--- src/rtl/serial_tx_pkg.sv ---
// rtl/serial_tx_pkg.sv - shared widths and shifter state encoding for serial_stream_tx
package serial_tx_pkg;

   typedef enum logic {
      IDLE  = 1'b0,
      SHIFT = 1'b1
   } tx_state_e;

   // Counter width that never collapses to zero bits for a modulus of 1.
   function automatic int cnt_w(input int n);
      return (n > 1) ? $clog2(n) : 1;
   endfunction

   function automatic int level_w(input int depth);
      return $clog2(depth + 1);
   endfunction

endpackage

--- src/rtl/sync_fifo.sv ---
// rtl/sync_fifo.sv - single-clock first-word-fall-through FIFO with wrap-bit pointers
module sync_fifo #(
   parameter int WIDTH = 8,
   parameter int DEPTH = 16
) (
   input  logic                             clk_i,
   input  logic                             rst_n_i,
   input  logic                             wr_en_i,
   input  logic [WIDTH-1:0]                 wr_data_i,
   input  logic                             rd_en_i,
   output logic [WIDTH-1:0]                 rd_data_o,
   output logic                             full_o,
   output logic                             empty_o,
   output logic [$clog2(DEPTH+1)-1:0]       level_o
);
   localparam int AW = $clog2(DEPTH);

   logic [WIDTH-1:0] mem_q [DEPTH];
   logic [AW:0]      wr_ptr_q;
   logic [AW:0]      rd_ptr_q;
   logic             push;
   logic             pop;

   assign empty_o   = (wr_ptr_q == rd_ptr_q);
   assign full_o    = (wr_ptr_q[AW] != rd_ptr_q[AW]) && (wr_ptr_q[AW-1:0] == rd_ptr_q[AW-1:0]);
   assign level_o   = wr_ptr_q - rd_ptr_q;
   assign rd_data_o = mem_q[rd_ptr_q[AW-1:0]];

   // A full FIFO refuses writes even when a read frees a slot in the same cycle.
   assign push = wr_en_i && !full_o;
   assign pop  = rd_en_i && !empty_o;

   always_ff @(posedge clk_i) begin
      if (!rst_n_i) begin
         wr_ptr_q <= '0;
         rd_ptr_q <= '0;
      end else begin
         if (push) wr_ptr_q <= wr_ptr_q + (AW+1)'(1);
         if (pop)  rd_ptr_q <= rd_ptr_q + (AW+1)'(1);
      end
   end

   always_ff @(posedge clk_i) begin
      if (push) mem_q[wr_ptr_q[AW-1:0]] <= wr_data_i;
   end

endmodule

--- src/rtl/serial_stream_tx.sv ---
// rtl/serial_stream_tx.sv - multi-lane source-synchronous serial transmitter with frame sync
module serial_stream_tx
   import serial_tx_pkg::*;
#(
   parameter int DATA_W      = 8,
   parameter int LANES       = 1,
   parameter int FIFO_DEPTH  = 16,
   parameter int SYNC_PERIOD = 4,
   parameter bit MSB_FIRST   = 1'b1
) (
   input  logic                                 clk,
   input  logic                                 rst_n,
   input  logic                                 in_valid,
   output logic                                 in_ready,
   input  logic [LANES*DATA_W-1:0]              in_data,
   output logic [LANES-1:0]                     ser_data,
   output logic                                 clk_en,
   output logic                                 sync_out,
   output logic                                 busy,
   output logic [$clog2(FIFO_DEPTH+1)-1:0]      fifo_level
);
   localparam int BW = cnt_w(DATA_W);
   localparam int WW = cnt_w(SYNC_PERIOD);
   localparam logic [BW-1:0] BIT_LAST  = BW'(DATA_W - 1);
   localparam logic [WW-1:0] WORD_LAST = WW'(SYNC_PERIOD - 1);

   tx_state_e               state_q;
   logic [BW-1:0]           bit_cnt_q;
   logic [WW-1:0]           word_cnt_q;
   logic [DATA_W-1:0]       shreg_q [LANES];
   logic [LANES-1:0]        ser_q;
   logic                    clk_en_q;
   logic                    sync_q;
   logic                    rdy_en_q;
   logic                    fifo_full;
   logic                    fifo_empty;
   logic                    fifo_wr;
   logic                    last_bit;
   logic                    pop;
   logic [LANES*DATA_W-1:0] fifo_rdata;

   assign in_ready = rdy_en_q && !fifo_full;
   assign fifo_wr  = in_valid && in_ready;
   assign last_bit = (state_q == SHIFT) && (bit_cnt_q == BIT_LAST);
   // Reloading on the last bit keeps consecutive words gap-free on the wire.
   assign pop      = !fifo_empty && ((state_q == IDLE) || last_bit);

   assign ser_data = ser_q;
   assign clk_en   = clk_en_q;
   assign sync_out = sync_q;
   assign busy     = !fifo_empty || (state_q == SHIFT) || clk_en_q;

   sync_fifo #(
      .WIDTH(LANES*DATA_W),
      .DEPTH(FIFO_DEPTH)
   ) u_fifo (
      .clk_i    (clk),
      .rst_n_i  (rst_n),
      .wr_en_i  (fifo_wr),
      .wr_data_i(in_data),
      .rd_en_i  (pop),
      .rd_data_o(fifo_rdata),
      .full_o   (fifo_full),
      .empty_o  (fifo_empty),
      .level_o  (fifo_level)
   );

   always_ff @(posedge clk) begin
      if (!rst_n) begin
         state_q    <= IDLE;
         bit_cnt_q  <= '0;
         word_cnt_q <= '0;
         ser_q      <= '0;
         clk_en_q   <= 1'b0;
         sync_q     <= 1'b0;
         rdy_en_q   <= 1'b0;
         for (int l = 0; l < LANES; l++) shreg_q[l] <= '0;
      end else begin
         rdy_en_q <= 1'b1;
         sync_q   <= 1'b0;
         case (state_q)
            IDLE: begin
               ser_q    <= '0;
               clk_en_q <= 1'b0;
               if (pop) state_q <= SHIFT;
            end
            SHIFT: begin
               clk_en_q <= 1'b1;
               for (int l = 0; l < LANES; l++)
                  ser_q[l] <= MSB_FIRST ? shreg_q[l][DATA_W-1] : shreg_q[l][0];
               if (bit_cnt_q == BIT_LAST) begin
                  bit_cnt_q  <= '0;
                  sync_q     <= (word_cnt_q == WORD_LAST);
                  word_cnt_q <= (word_cnt_q == WORD_LAST) ? '0 : word_cnt_q + WW'(1);
                  if (!pop) state_q <= IDLE;
               end else begin
                  bit_cnt_q <= bit_cnt_q + BW'(1);
               end
            end
            default: state_q <= IDLE;
         endcase
         for (int l = 0; l < LANES; l++) begin
            if (pop)
               shreg_q[l] <= fifo_rdata[l*DATA_W +: DATA_W];
            else if (state_q == SHIFT)
               shreg_q[l] <= MSB_FIRST ? {shreg_q[l][DATA_W-2:0], 1'b0}
                                       : {1'b0, shreg_q[l][DATA_W-1:1]};
         end
      end
   end

endmodule
--- config.mk ---
export PLATFORM = sky130hd
export DESIGN_NAME = serial_stream_tx
export DESIGN_NICKNAME = d
export VERILOG_FILES = /design/src/rtl/serial_tx_pkg.sv /design/src/rtl/sync_fifo.sv /design/src/rtl/serial_stream_tx.sv
export SDC_FILE = /design/constraint.sdc
export NUM_CORES = 1
export LEC_CHECK = 0
export ABC_AREA = 1
export CORE_ASPECT_RATIO = 0.6
export CORE_MARGIN = 2
export CORE_UTILIZATION = 27
export CTS_CLUSTER_SIZE = 28
export DETAILED_ROUTE_END_ITERATION = 8
export PLACE_DENSITY = 0.47
export SETUP_SLACK_MARGIN = 0.2
export SYNTH_ARGS = -nofsm -noshare
export SYNTH_HDL_FRONTEND = slang
export SYNTH_SLANG_ARGS = --single-unit
--- constraint.sdc ---
create_clock -name clk -period 2.2 [get_ports clk]
set_input_delay 0.44 -clock clk [delete_from_list [all_inputs] [get_ports clk]]
set_output_delay 0.44 -clock clk [all_outputs]
set_load 0.01 [all_outputs]
After elaboration in Yosys (flattened, before gate mapping)

Memory sizes are Yosys's and may differ from the RTL's. A register that Yosys moved wholly into a read port is not among the register bits.
Index checks and enable logic that the tools add are counted.

Flip-flop bits (word level): 20
RAM bits: 136
Input port bits: 11
Output and inout bits: 10
Memories: 2

Memories:

| name         | depth | bits a word | read ports | clocked after memory_dff | write ports | RTL line               | text |
|---|---|---|---|---|---|---|---|
| u_fifo.mem_q | 16    | 8           | 1          | 1                        | 1           | sync_fifo.sv:18        | `logic [WIDTH-1:0] mem_q [DEPTH];` |
| shreg_q      | 1     | 8           | 1          | 0                        | 1           | serial_stream_tx.sv:30 | `logic [DATA_W-1:0] shreg_q [LANES];` |

$add $sub $neg: 5
Equal/unequal tests: 5
Multiplexer cells: 23
Bitwise gates (word level): 1
Reduce and logical (&&, ||, !) cells: 16

Operators with widths:

| cell                  | number |
|---|---|
| $mux W8               | 2 |
| $reduce_or A8 Y1      | 2 |
| $mux W1               | 14 |
| $add A5 B1 Y5 const B | 2 |
| $mux W4               | 2 |
| $logic_and A1 B1 Y1   | 7 |
| $pmux W1 S2           | 3 |
| $eq A5 B5 Y1          | 1 |
| $sub A5 B5 Y5         | 1 |
| $eq A4 B4 Y1          | 1 |
| $add A3 B1 Y3 const B | 1 |
| $eq A3 B3 Y1 const B  | 1 |
| $logic_or A1 B1 Y1    | 3 |
| $mux W3               | 1 |
| $reduce_and A3 Y1     | 1 |
| $add A2 B1 Y2 const B | 1 |
| $eq A2 B2 Y1 const B  | 1 |
| $logic_not A1 Y1      | 2 |
| $mux W2               | 1 |
| $reduce_and A2 Y1     | 1 |
| $ne A1 B1 Y1          | 1 |
| $not A1 Y1            | 1 |

Longest topological paths before layout

Depth in word-level cells: 10
Mapped depth: 11
Mapped depth without buffers: 9

Modules after synthesis

A second synthesis with hierarchy kept.

Cells, all modules: 740
Area, all modules: 7210.7 µm²

Modules (own cells, without submodules):

| module           | times used | cells each | area each (µm²) | sequential area each (µm²) |
|---|---|---|---|---|
| sync_fifo        | 1          | 657        | 6431.2          | 4124.0 |
| serial_stream_tx | 1          | 83         | 779.5           | 440.4 |

Worst setup path after synthesis

Ideal clock, no wire load.

Path type: register to register
Start point: register u_fifo.rd_ptr_q[2]
End point: memory u_fifo.mem_q[0][0] (enable)
Data arrival time: 1.699 ns
Slack: 0.130 ns
Cell stages (with the launch flop): 10
Period minus slack after synthesis: 2.070 ns
Cell sequence: dfxtp_1 inv_1 ha_1 nand2_1 nor2_2 nand2_1 nand3_2 inv_2 nand2_1 nor2_1

Cells in the longest elaborated chain, start to end: 8

Ends and longest elaborated chain:

| element                           | RTL line                                | text |
|---|---|---|
| start: declaration                | sync_fifo.sv:20                         | `logic [AW:0] rd_ptr_q;` |
| start signal: assignment          | sync_fifo.sv:39                         | `if (pop) rd_ptr_q <= rd_ptr_q + (AW+1)'(1);` |
| $eq A4 B4 Y1 (*)                  | sync_fifo.sv:25                         | `assign full_o = (wr_ptr_q[AW] != rd_ptr_q[AW]) && (wr_ptr_q[AW-1:0] == rd_ptr_q[AW-1:0]);` |
| $logic_and A1 B1 Y1 (*)           | sync_fifo.sv:25                         |  |
| $logic_not A1 Y1 (*)              | sync_fifo.sv:30, serial_stream_tx.sv:42 |  |
| $logic_and A1 B1 Y1               | serial_stream_tx.sv:42                  | `assign in_ready = rdy_en_q && !fifo_full;` |
| $logic_and A1 B1 Y1               | serial_stream_tx.sv:43                  | `assign fifo_wr = in_valid && in_ready;` |
| $logic_and A1 B1 Y1 (*)           | sync_fifo.sv:30                         | `assign push = wr_en_i && !full_o;` |
| $mux W1 (*)                       | sync_fifo.sv:44                         | `if (push) mem_q[wr_ptr_q[AW-1:0]] <= wr_data_i;` |
| $mux W1 (implied by the code) (*) | sync_fifo.sv:44                         |  |
| end: declaration                  | sync_fifo.sv:18                         |  |

Every way passes the cells marked *; elsewhere a longest branch is shown, timed or not.

Worst setup path in the final report

Start point: register u_fifo.wr_ptr_q[0]
End point: output port fifo_level[4]

Cells in the longest elaborated chain, start to end: 1

Ends and longest elaborated chain:

| element                  | RTL line               | text |
|---|---|---|
| start: declaration       | sync_fifo.sv:19        | `logic [AW:0] wr_ptr_q;` |
| start signal: assignment | sync_fifo.sv:38        | `if (push) wr_ptr_q <= wr_ptr_q + (AW+1)'(1);` |
| $sub A5 B5 Y5            | sync_fifo.sv:26        | `assign level_o = wr_ptr_q - rd_ptr_q;` |
| end: declaration         | serial_stream_tx.sv:20 | `output logic [$clog2(FIFO_DEPTH+1)-1:0] fifo_level` |

Every way passes these cells.

==> impl_metrics.env <==
export IMPL_gr_total_overflow=0
export IMPL_min_to="bit_cnt_q[1]"
export IMPL_dieHeight_microns=126
export IMPL_period_needed_ns=2.20
export IMPL_cts_tree="yes"
export IMPL_utilization_pct=34.4
export IMPL_worst_path_max_fanout=2
export IMPL_synth_top_family_by_area="simple AND/OR/NAND/NOR gates"
export IMPL_ys_seq_area_share_pct=68.0
export IMPL_ios=21
export IMPL_antenna_found_initial=0
export IMPL_drt_iter0_markers=364
export IMPL_first_pass_iters=5
export IMPL_instances_no_fill=1011
export IMPL_dieArea_sq_um=26200
export IMPL_setup_tns_ns=0
export IMPL_io_buffers=20
export IMPL_hold_depth=2
export IMPL_setup_slack_ns=0.00356
export IMPL_row_count=44
export IMPL_cp_required_ns=1.76
export IMPL_synth_seq_cells=160
export IMPL_synth_area_per_cell_sq_um=10.9
export IMPL_rsz0062_at_grt="true"
export IMPL_postPlaceCellArea_sq_um=7560
export IMPL_clkTransAtPathRegs_ns=0.06
export IMPL_end_kind="output pin"
export IMPL_synth_area_leaders="edfxtp_1 61%, nand2_1 10%, nand3_1 8.4%, dfxtp_1 7.2%, ha_1 2.2%"
export IMPL_grt_pass1_wl_mm=25.0
export IMPL_cts_root_buf="clkbuf_16"
export IMPL_core_area_sq_um=24300
export IMPL_fin_hold_ws_ns=0.471
export IMPL_ff2ff_path_depth=11
export IMPL_power_leakage_nw=3.13
export IMPL_yosys_area_top_type_share_pct=60.9
export IMPL_nNetsFinal=701
export IMPL_outcome="finished clean"
export IMPL_dp_hpwl_mm=10.6
export IMPL_grt_max_degree=62
export IMPL_syn_inst=614
export IMPL_antenna_left=0
export IMPL_r2r_setup_slack_ns=0.30
export IMPL_critPathLaunchType="flop"
export IMPL_final_area_sq_um=8350
export IMPL_dr_total_vias=4479
export IMPL_hp_start="bit_cnt_q[1]"
export IMPL_clock_sinks=160
export IMPL_yosys_area_share_simple_pct=21.7
export IMPL_drt_total_wl_mm=16.0
export IMPL_layout_common_cells="178 x nand2_1, 136 x edfxtp_1, 111 x nand3_1, 40 x buf_4, 27 x inv_1"
export IMPL_worstPathArrival_ns=1.76
export IMPL_final_layout_size_suffix_gt1_share_pct=19.2
export IMPL_max_cap_violations=0
export IMPL_ys_warn_count=0
export IMPL_ctsHtreeMaxLevel=4
export IMPL_synthMuxAreaShare_pct=0
export IMPL_setup_violations=0
export IMPL_insertedDiodeCount=0
export IMPL_clock_path_buffers=2
export IMPL_die_w_microns=207
export IMPL_power_density_nw_per_um2=1070
export IMPL_crit_type="reg2out"
export IMPL_timing_slew_headroom_pct=56.1
export IMPL_worst_r2r_endpoint="u_fifo.mem_q[4][4]"
export IMPL_grt_pass1_vias=4386
export IMPL_place_ws_ns=-0.0790
export IMPL_slew_violations=0
export IMPL_clock_skew_ns=0.00616
export IMPL_ys_types=29
export IMPL_place_congestion=0.795
export IMPL_peakVddDrop_uv=520
export IMPL_start_util_pct=27.6
export IMPL_dp_cells=973
export IMPL_min_period_over_period_pct=99.8
export IMPL_syn_nets=638
export IMPL_synthAdderAreaFrac_pct=2.54
export IMPL_hold_class="reg2reg"
export IMPL_yosysTopAreaCell="edfxtp_1"
export IMPL_syn_to_final_growth_pct=24.5
export IMPL_finalPower_mw=8.92
export IMPL_synth_compound_area_share_pct=2.59
export IMPL_drc=0
export IMPL_wire_per_inst_microns=15.8
export IMPL_vias_per_cell=4.43
export IMPL_synthesis_area_sq_um=6710
export IMPL_synth_xor_area_share_pct=1.29
export IMPL_clk_latency_ns=0.42
export IMPL_grt_usage_pct=12.8
export IMPL_reg2reg_from="u_fifo.rd_ptr_q[2]"
export IMPL_numCtsBuffers=17
export IMPL_max_freq_ghz=0.455
export IMPL_layout_commonest_cell="nand2_1"
export IMPL_worstMarginPinSlew_ns=0.656
export IMPL_hold_viol_final=0
-- cell usage after synthesis (all sizes together) --
| cell | number |
|---|---|
| nand2 | 186 |
| edfxtp | 136 |
| nand3 | 114 |
| inv | 37 |
| nor2 | 36 |
| dfxtp | 24 |
| a21oi | 16 |
| buf | 16 |
| ha | 12 |
| clkbuf | 11 |
| o21ai | 9 |
| xor2 | 6 |
| o211ai | 3 |
| xnor2 | 3 |
| nor3 | 2 |
| a211oi | 1 |
| a21boi | 1 |
| fa | 1 |
-- sequential cells by signal, summed over array words and instances, names as in the netlist, named ones only --
name,cells
u_fifo.rd_ptr_q,5
u_fifo.mem_q,128
u_fifo.wr_ptr_q,5
sync_out,1
clk_en,1
rdy_en_q,1
bit_cnt_q,3
word_cnt_q,2
state_q,1
ser_data,1
shreg_q,8
-- routing by layer --
| layer | vias to the layer above | part of all wire [%] | track usage (%) | wire length [microns] |
|---|---|---|---|---|
| met1 | 2143 | 53 | 18.9 | 8510 |
| met4 | 0 | 0.89 | 3.66 | 143 |
| met5 | - | 0 | 0 | 0 |
| li1 | 2231 | - | - | - |
| met3 | 11 | 4.4 | 3.17 | 698 |
| met2 | 94 | 42 | 18.5 | 6670 |
-- cells by family (layout without fill, tap and decap cells) --
logic type | after synthesis | after routing
AO/OA/AOI/OAI | 30 | 30
XOR/XNOR | 9 | 9
adder cells (fa/ha/maj) | 13 | 13
buffers and inverters | 64 | 139
flip-flops | 160 | 160
AND/OR/NAND/NOR | 338 | 338
-- worst max-delay path, stage by stage, from the launching register on --
cell,delay [ns]
dfxtp_2,0.33
inv_2,0.07
ha_4,0.12
inv_2,0.04
fa_2,0.37
nand3_2,0.07
nand2_2,0.05
xor2_1,0.13
buf_2,0.15
-- worst max-delay path by stage --
stage / from / end / slack, ns / cells after the start
3_3_place_gp: u_fifo.wr_ptr_q[0] / fifo_level[4] / -0.09 / 8
4_1_cts: u_fifo.wr_ptr_q[0] / fifo_level[4] / -0.01 / 8
3_5_place_dp: u_fifo.wr_ptr_q[0] / fifo_level[4] / -0.08 / 8
2_1_floorplan: u_fifo.rd_ptr_q[2] / u_fifo.mem_q[0][0] / 0.13 / 9
5_1_grt: u_fifo.wr_ptr_q[0] / fifo_level[4] / -0.11 / 8
6_report: u_fifo.wr_ptr_q[0] / fifo_level[4] / 0.004 / 8
-- cell type report --
class,instances,area [sq um]
well taps,322,403
fillers,2379,15900
repair buffers,71,626
multi-input cells,390,2000
flip-flops and latches,160,4570
clock buffers,18,429
inverters,37,146
clock inverters,13,170
-- power breakdown --
part           total (mW)  internal, mW  leakage (nW)  switching (mW)
Clock                3.02          1.87         0.290            1.15
Sequential           3.54          3.46          1.44          0.0799
Combinational        2.36         0.865          1.40            1.49
-- repair_timing --
action / CTS / global route
hold buffers: 0 / 0
buffers inserted: 4 / 3
pin swaps: 4 / 6
setup endpoints to repair: 135 / 118
resized for setup: 55 / 19
hold endpoints to repair: 0 / 0
cloned: 0 / 0
No activity file was read; power rests on OpenSTA's default activity.
